[src/rtl/desired_drive_core.sv]
// rtl/desired_drive_core.sv - pedal-assist desired motor current from torque, cadence, incline and assist level
// Optional macro DESIRED_DRIVE_PIPE_EN registers target_curr (one-cycle latency); default build is combinational.
module desired_drive_core #(
  parameter logic [11:0] TORQUE_MIN = 12'h380
) (
  input  logic        clk,
  input  logic        rst_n,
  input  logic [11:0] avg_torque,
  input  logic [4:0]  cadence,
  input  logic        not_pedaling,
  input  logic [12:0] incline,
  input  logic [2:0]  scale,
  output logic [11:0] target_curr
);

  logic signed [9:0]  incline_sat;
  logic signed [10:0] incline_factor;
  logic [8:0]         incline_lim;
  logic [5:0]         cadence_factor;
  logic [12:0]        torque_off;
  logic [11:0]        torque_pos;
  logic [29:0]        assist_prod;
  logic [11:0]        target_next;

  always_comb begin
    incline_sat = incline[9:0];
    if ($signed(incline) > 13'sd511)
      incline_sat = 10'sd511;
    else if ($signed(incline) < -13'sd512)
      incline_sat = -10'sd512;
  end

  assign incline_factor = {incline_sat[9], incline_sat} + 11'sd256;

  always_comb begin
    incline_lim = incline_factor[8:0];
    if (incline_factor[10])
      incline_lim = 9'd0;
    else if (incline_factor[9])
      incline_lim = 9'd511;
  end

  assign cadence_factor = (cadence > 5'd1) ? ({1'b0, cadence} + 6'd32) : 6'd0;

  assign torque_off = {1'b0, avg_torque} - {1'b0, TORQUE_MIN};
  assign torque_pos = torque_off[12] ? 12'd0 : torque_off[11:0];

  // 12+9+6+3 = 30 bits holds the worst-case product, so nothing wraps before saturation.
  assign assist_prod = not_pedaling ? 30'd0 :
                       30'(torque_pos) * 30'(incline_lim) * 30'(cadence_factor) * 30'(scale);

  assign target_next = (|assist_prod[29:26]) ? 12'hFFF : assist_prod[25:14];

`ifdef DESIRED_DRIVE_PIPE_EN
  always_ff @(posedge clk or negedge rst_n) begin
    if (!rst_n)
      target_curr <= 12'h000;
    else
      target_curr <= target_next;
  end
`else
  // clk and rst_n are deliberately idle in the combinational build.
  logic unused_clk_rst;
  assign unused_clk_rst = &{1'b0, clk, rst_n};
  assign target_curr = target_next;
`endif

endmodule

[config.mk]
export PLATFORM = sky130hd
export DESIGN_NAME = desired_drive_core
export DESIGN_NICKNAME = d
export VERILOG_FILES = /design/src/rtl/desired_drive_core.sv
export SDC_FILE = /design/constraint.sdc
export NUM_CORES = 1
export LEC_CHECK = 0
export CAP_MARGIN = 30
export CORE_ASPECT_RATIO = 1.25
export CORE_MARGIN = 2
export CORE_UTILIZATION = 40
export DETAILED_ROUTE_END_ITERATION = 8
export PLACE_DENSITY = 0.6
export RECOVER_POWER = 100
export SLEW_MARGIN = 30
export SYNTH_ARGS = -nofsm -noshare
export SYNTH_HDL_FRONTEND = slang
export SYNTH_SLANG_ARGS = --single-unit
[constraint.sdc]
create_clock -name vclk -period 49.2
set_clock_uncertainty 0.15 [all_clocks]
set_input_delay 14.76 -clock vclk [all_inputs]
set_output_delay 14.76 -clock vclk [all_outputs]
set_load 0.03 [all_outputs]
* Yosys cells after proc, flatten, opt, wreduce, memory -nomap -nowiden
Cells that the tools add are included.
** Storage, ports and cells
- Input bits :: 36
- Latch bits :: 0
- Memory bits (writable) :: 0
- Register bits after elaboration :: 0
- Bits in read-only memories :: 0
- Memories :: 0
** Cells by class
- Reductions and logical operators :: 1
- Muxes and demuxes :: 8
- Add/subtract/negate cells :: 3
- $mul :: 3
- Eq/ne operators :: 0
- Magnitude comparators :: 3
- Shift-type cells :: 0
- Bitwise gates (word level) :: 0
- Div/mod/pow operators :: 0
** Operators by type and width (number)
- $mul 27x3->30 :: 1
- $mux 30 :: 1
- $mul 21x6->27 :: 1
- $mux 12 :: 2
- $mul 12x9->21 :: 1
- $mux 10 :: 2
- $mux 9 :: 2
- $gt 13x10->1 const B :: 1
- $lt 13x10->1 const B :: 1
- $sub 12x10->13 const B :: 1
- $add 10x10->11 const B :: 1
- $add 5x6->6 const B :: 1
- $mux 6 :: 1
- $gt 5x1->1 const B :: 1
- $reduce_or 4->1 :: 1

* Depth between registers and ports, before layout
Gate-level depths: netlist (run 1).
- Depth after elaboration :: 12
- Depth in mapped cells :: 55
- Gate-level depth less buffers :: 51

* Worst setup path after synthesis (run 1)
No wires, ideal clock.
- Kind :: input -> output
- Start point :: in incline[8]
- End point :: out target_curr[10]
- Cell stages on the path :: 47
- Buffers on the path :: 1
- Setup slack :: 8072 ps
- Arrival :: 26218 ps
- Path through :: nor3_1 nor2_1 a21oi_1 ha_1 o21ai_1 a21oi_1 nor2_1 nand3_1 fa_1 inv_1 fa_1 inv_1 fa_1 fa_1 inv_1 ha_1 o21ai_0 a21oi_1 [... 11 more ...] a21o_1 a21o_1 or3_1 o21a_1 o311ai_0 nand2_1 fa_1 inv_1 ha_1 a21o_1 a21o_1 a21oi_1 nand2_1 nor3_1 o31ai_1 mux2_4 buf_6 a31oi_1
** On the way
- Word-level cells in the longest chain between the ends :: 12
- Elaborated cells between the ends (all ways) :: 13
- Classes of those cells :: add/sub: 1; mul: 3; order compare: 2; mux: 6; reduce/logical: 1
** RTL lines
- start: declaration :: line 11 : input logic [12:0] incline,
- $lt 13x10->1 :: line 29 : else if ($signed(incline) < -13'sd512)
- $mux 10 :: line 29
- $mux 10 * :: line 27 : if ($signed(incline) > 13'sd511)
- $add 10x10->11 * :: line 33 : assign incline_factor = {incline_sat[9], incline_sat} + 11'sd256;
- $mux 9 :: line 39 : else if (incline_factor[9])
- $mux 9 * :: line 37 : if (incline_factor[10])
- $mul 12x9->21 * :: line 50 : 30'(torque_pos) * 30'(incline_lim) * 30'(cadence_factor) * 30'(scale);
- $mul 21x6->27 * :: line 50
- $mul 27x3->30 * :: line 50
- $mux 30 * :: line 49 : assign assist_prod = not_pedaling ? 30'd0 :
- $reduce_or 4->1 :: line 52 : assign target_next = (|assist_prod[29:26]) ? 12'hFFF : assist_prod[25:14];
- $mux 12 * :: line 52
- end: declaration :: line 13 : output logic [11:0] target_curr
Mark *: on every way between the ends. The rest lies on a longest branch, timed or not.

* Final worst setup path (run 1)
- Start point :: in incline[12]
- End point :: out target_curr[10]
The elaborated chain is that of the path after synthesis.

==> metrics, run 1 <==
Total Wirelength=about 23 mm; CP arrival=29.00 ns; ANT cells=0; placed cells=~1.7k; worst-path fanout max=11; critical path's largest stage delay=between 0.7 and 0.8 ns; register area share after synthesis=0; Hold Path Class=in -> out; Total GRT Usage=0.180; Startpoint Class=input port; Final Instance Count excl. Fillers=roughly 1.7k; Hold Vio Cnt, Final=0; Post-Syn Instances=roughly 1.3k; Ys Warns=0; global-route wire length before repair=41.9 mm; DRC=0; die height=roughly 180 µm; ratio of cells with drive above 1 in the final layout=0.0359; cts repair resizes=0; # IOs=between 40 and 50; Mean Syn Cell Area=between 7 and 8 µm²; clkbuf count=0; setup bufs post-CTS=0; final HPWL from detailed placement=about 20 mm; unrepaired setup endpoints after global routing=no; synth top area cells=fa_1 (34%), ha_1 (13%), inv_1 (9.2%); sequential cells=0; RD Place Congestion=0.877; First DRT Iteration DRCs=309; run status=completed; Tcrit/Tclk final=0.893; top-area cell type share of the netlist area=0.338; slowest library cell on the worst path=a31oi_1; core area=around 0.025 mm²; first-pass detailed-route iteration total=4; Max Cap Viol=0; Fin Setup TNS=0 ns; Final Setup Violations=0; Setup crit end kind=output pin; Initial Util=0.407; Syn Std Cell Area=0.0103 mm²; leading area contributor after synthesis=fa_1; max-slew violation count=0; Setup CP Type=in -> out; vias in the first global route=9049; Port Buffers=between 40 and 50; Fmax achieved=roughly 0.023 GHz; post-DR vias/cell=5.20; Distinct cells, synth=76; grt total ovfl=0; Vias=8683; worst setup margin=~5.3 ns; WL/cell=~14 µm; register area=0 µm²; critical path required time=between 30 and 40 ns; antenna-violating nets left=0; die width=147 µm; # nets final=1653; Syn Nets=about 1.7k; worst-margin pin slew=0.924 ns; CTS Hold Bufs=0; pre-CTS setup slack=~5.4 ns; initial antenna violation count=0; P&R area growth vs syn=6.80%; Die ar.=0.0269 mm²; relative slew slack=0.381; Rows=65; minimum clock period=approximately 44 ns; largest net degree at the start of global routing=31; Synth top cells by count=inv_1 (250), nand2_1 (181), fa_1 (173); count leader, synth=inv_1
[cell families (layout without fill, tap and decap cells)]
family                     after synthesis  after routing  share of synthesized area
muxes                                    9              9                    0.00988
buffers and inverters                  301            302                      0.112
xor gates and xnor gates                32             32                     0.0273
and+or+nand+nor                        509            509                      0.241
AOI/OAI and AO/OA                      205            205                      0.142
adders and majority gates              279            279                      0.467
[worst max-delay path: cells and delay by family]
kind	cells	cell delay, ns
adder cells (fa/ha/maj)	12	5.27
AO/OA/AOI/OAI	16	3.96
AND/OR/NAND/NOR	11	3.11
buffers and inverters	9	1.87
[final timing paths]
| kind | start | to | slack [ns] | depth (start not counted) |
|---|---|---|---|---|
| max | incline[12] | target_curr[10] | 5.29 | 48 |
| min | not_pedaling | target_curr[3] | 30.77 | 3 |
[layout by cell type (no fill, tap or decap), types with 4 or more instances in the layout]
cell               n
inv_1            250
ha_1             106
nor4_1             5
a211o_1            5
o21bai_1           7
dlygate4sd3_1     10
nor2_1            93
a21o_1            22
nand4b_1           5
a21boi_0           8
and3_1            13
o311ai_0           5
mux2_2             5
nand3_1           45
a21oi_1           51
nor2b_1           11
and3_2             4
xnor2_1           26
nand2b_1          16
or3_1              9
nor3_1            28
xor2_1             6
or2_2             13
and2_1            58
nand4_1            5
o211ai_1           5
a211oi_1           4
fa_1             173
clkdlybuf4s50_1   33
o31ai_1            7
nand2_1          181
nor3b_1            9
buf_4              6
o21ai_0           24
o21a_1            10
a31oi_1           20
[metal layers]
metal,part of all wire,GRT usage,vias up
met3,0.025,0.00647,31
met2,0.51,0.338,137
met1,0.44,0.234,4210
li1,-,-,4305
met4,0.023,0.0327,0
met5,0,0,-
[through the flow]
stage                     hold WS [ns]  utilization  cell area [µm²]
final                            30.77        0.434            10900
after global routing             30.80        0.434            10900
after CTS                        30.76        0.435            11000
after detailed placement         30.75        0.435            11000
after global placement           30.75        0.435            11000
after floorplan                  29.48            -            10300
[final cells by class]
type	instances	area [µm²]
Tap cell	335	419
Timing Repair Buffer	52	490
Fill cell	2638	14300
Inverter	250	938
Multi-Input combinational cell	1034	9100
Power of run 1 is left out: the tool's default activity adds up to more than one toggle a clock period on the data nets, which glitch-free logic cannot reach.
==> inputs of run 2 (changes only) <==
Settings changed: CORE_UTILIZATION 40 to 45, PLACE_DENSITY 0.6 to 0.65, SKIP_LAST_GASP from default to 1.
==> run 2 against run 1 <==
Net effect:
- count of clock-buffer cells in the layout stayed put
- fmax shrank 0.17%
- critical path type unchanged
- first-iteration DRC count fell by 11%
- hold slack worse by 0.00090 ns
- largest cell class unchanged
- design area down 0.48%
==> metrics, run 2 (synthesis gave the netlist of run 1 again) <==
relative slew slack=0.384 (+0.00215); final HPWL from detailed placement=19.9 mm (-1.1%); CTS Hold Bufs=0 (unchanged); antenna-violating nets left=0 (unchanged); clkbuf count=0 (unchanged); grt total ovfl=0 (unchanged); global-route wire length before repair=41.5 mm (-1.0%); Initial Util=0.460 (+0.0534); fillers=2264 (-14%); initial antenna violation count=0 (unchanged); Max Cap Viol=0 (unchanged); critical path's largest stage delay=0.79 ns (about the same); instance count on the critical path=49 (+2.1%); ANT cells=0 (unchanged); minimum clock period=43.99 ns (+0.0768 ns); worst-margin pin slew=0.920 ns (-0.00321 ns); CP arrival=29.08 ns (+0.08 ns); commonest non-fill, non-tap cells in the layout=inv_1 (250), nand2_1 (181), fa_1 (173); core area=0.0223 mm² (-12%); Tcrit/Tclk final=0.894 (+0.00156); Setup crit end kind=output pin; WHS=30.77 ns (-0.000900 ns); Die ar.=0.0240 mm² (-11%); CP delay by family, top=adder cells; # nets final=1654 (+0.060%); Startpoint Class=input port; Hold Path Class=in -> out; Final Setup Violations=0 (unchanged); cts repair resizes=0 (unchanged); Fmax achieved=0.0227 GHz (-0.17%); Hold Vio Cnt, Final=0 (unchanged); placed inst area=0.0109 mm² (-0.53%); die height=173 µm (-5.6%); Rows=61 (-6.2%); Total GRT Usage=0.198 (+0.0173); worst-path fanout max=11 (unchanged); unrepaired setup endpoints after global routing=no; ratio of cells with drive above 1 in the final layout=0.0359 (about the same); post-DR vias/cell=5.38 (+3.5%); vias in the first global route=8969 (-0.88%); largest net degree at the start of global routing=31 (unchanged); DRC=0 (unchanged); setup bufs post-CTS=0 (unchanged); # IOs=48 (unchanged); leading cell type in the layout, fill and taps excluded=inv_1; WP buf/inv=9 (unchanged); final core utilization=0.489 (+0.0546); Vias=8713 (+0.35%); run status=completed; critical path required time=34.29 ns (about the same); Port Buffers=46 (unchanged); worst setup path endpoint=target_curr[10]; First DRT Iteration DRCs=275 (-11%); Critical Path Source=incline[10]; cell area after layout=0.0109 mm² (-0.48%); slowest library cell on the worst path=a31oi_1; P&R area growth vs syn=6.29%; Total Wirelength=23.0 mm (-1.0%); Setup CP Type=in -> out; multi-input logic area=0.00910 mm² (unchanged); sequential cells=0 (unchanged); RD Place Congestion=0.883 (+0.73%); die width=139 µm (-5.6%); WL/cell=14.2 µm (+2.1%); first-pass detailed-route iteration total=5 (+1); register area=0 µm² (unchanged); Fin Setup TNS=0 ns (unchanged); max-slew violation count=0 (unchanged)
==> run 2: worst min-delay path by stage <==
stage	from	endpoint	slack, ns	cells after the start
global placement	not_pedaling	target_curr[3]	30.74	3
CTS	not_pedaling	target_curr[3]	30.77	3
global route	not_pedaling	target_curr[7]	30.83	3
detailed placement	not_pedaling	target_curr[4]	30.75	3
floorplan	not_pedaling	target_curr[11]	29.48	1
finish	not_pedaling	target_curr[7]	30.77	3
==> run 2: metrics by stage <==
step / std cells / setup WS [ns]
floorplan: 1335 / 8.07
global placement: 1620 / 5.60
detailed placement: 1620 / 5.54
CTS: 1620 / 5.48
global route: 1620 / 4.13
finish: 1620 / 5.21
==> run 2: layer usage <==
metal / wire (µm) / track usage / vias to the layer above
li1: - / - / 4315
met1: 10100 / 0.261 / 4207
met2: 11600 / 0.359 / 150
met3: 543 / 0.00388 / 41
met4: 786 / 0.0526 / 0
met5: 0 / 0 / -
==> run 2: cell type report <==
type | count | share of cell area
Tap cell | 283 | 0.0325
Multi-Input combinational cell | 1034 | 0.835
Inverter | 250 | 0.0861
Timing Repair Buffer | 53 | 0.0462
Power of run 2 is left out for the same reason.
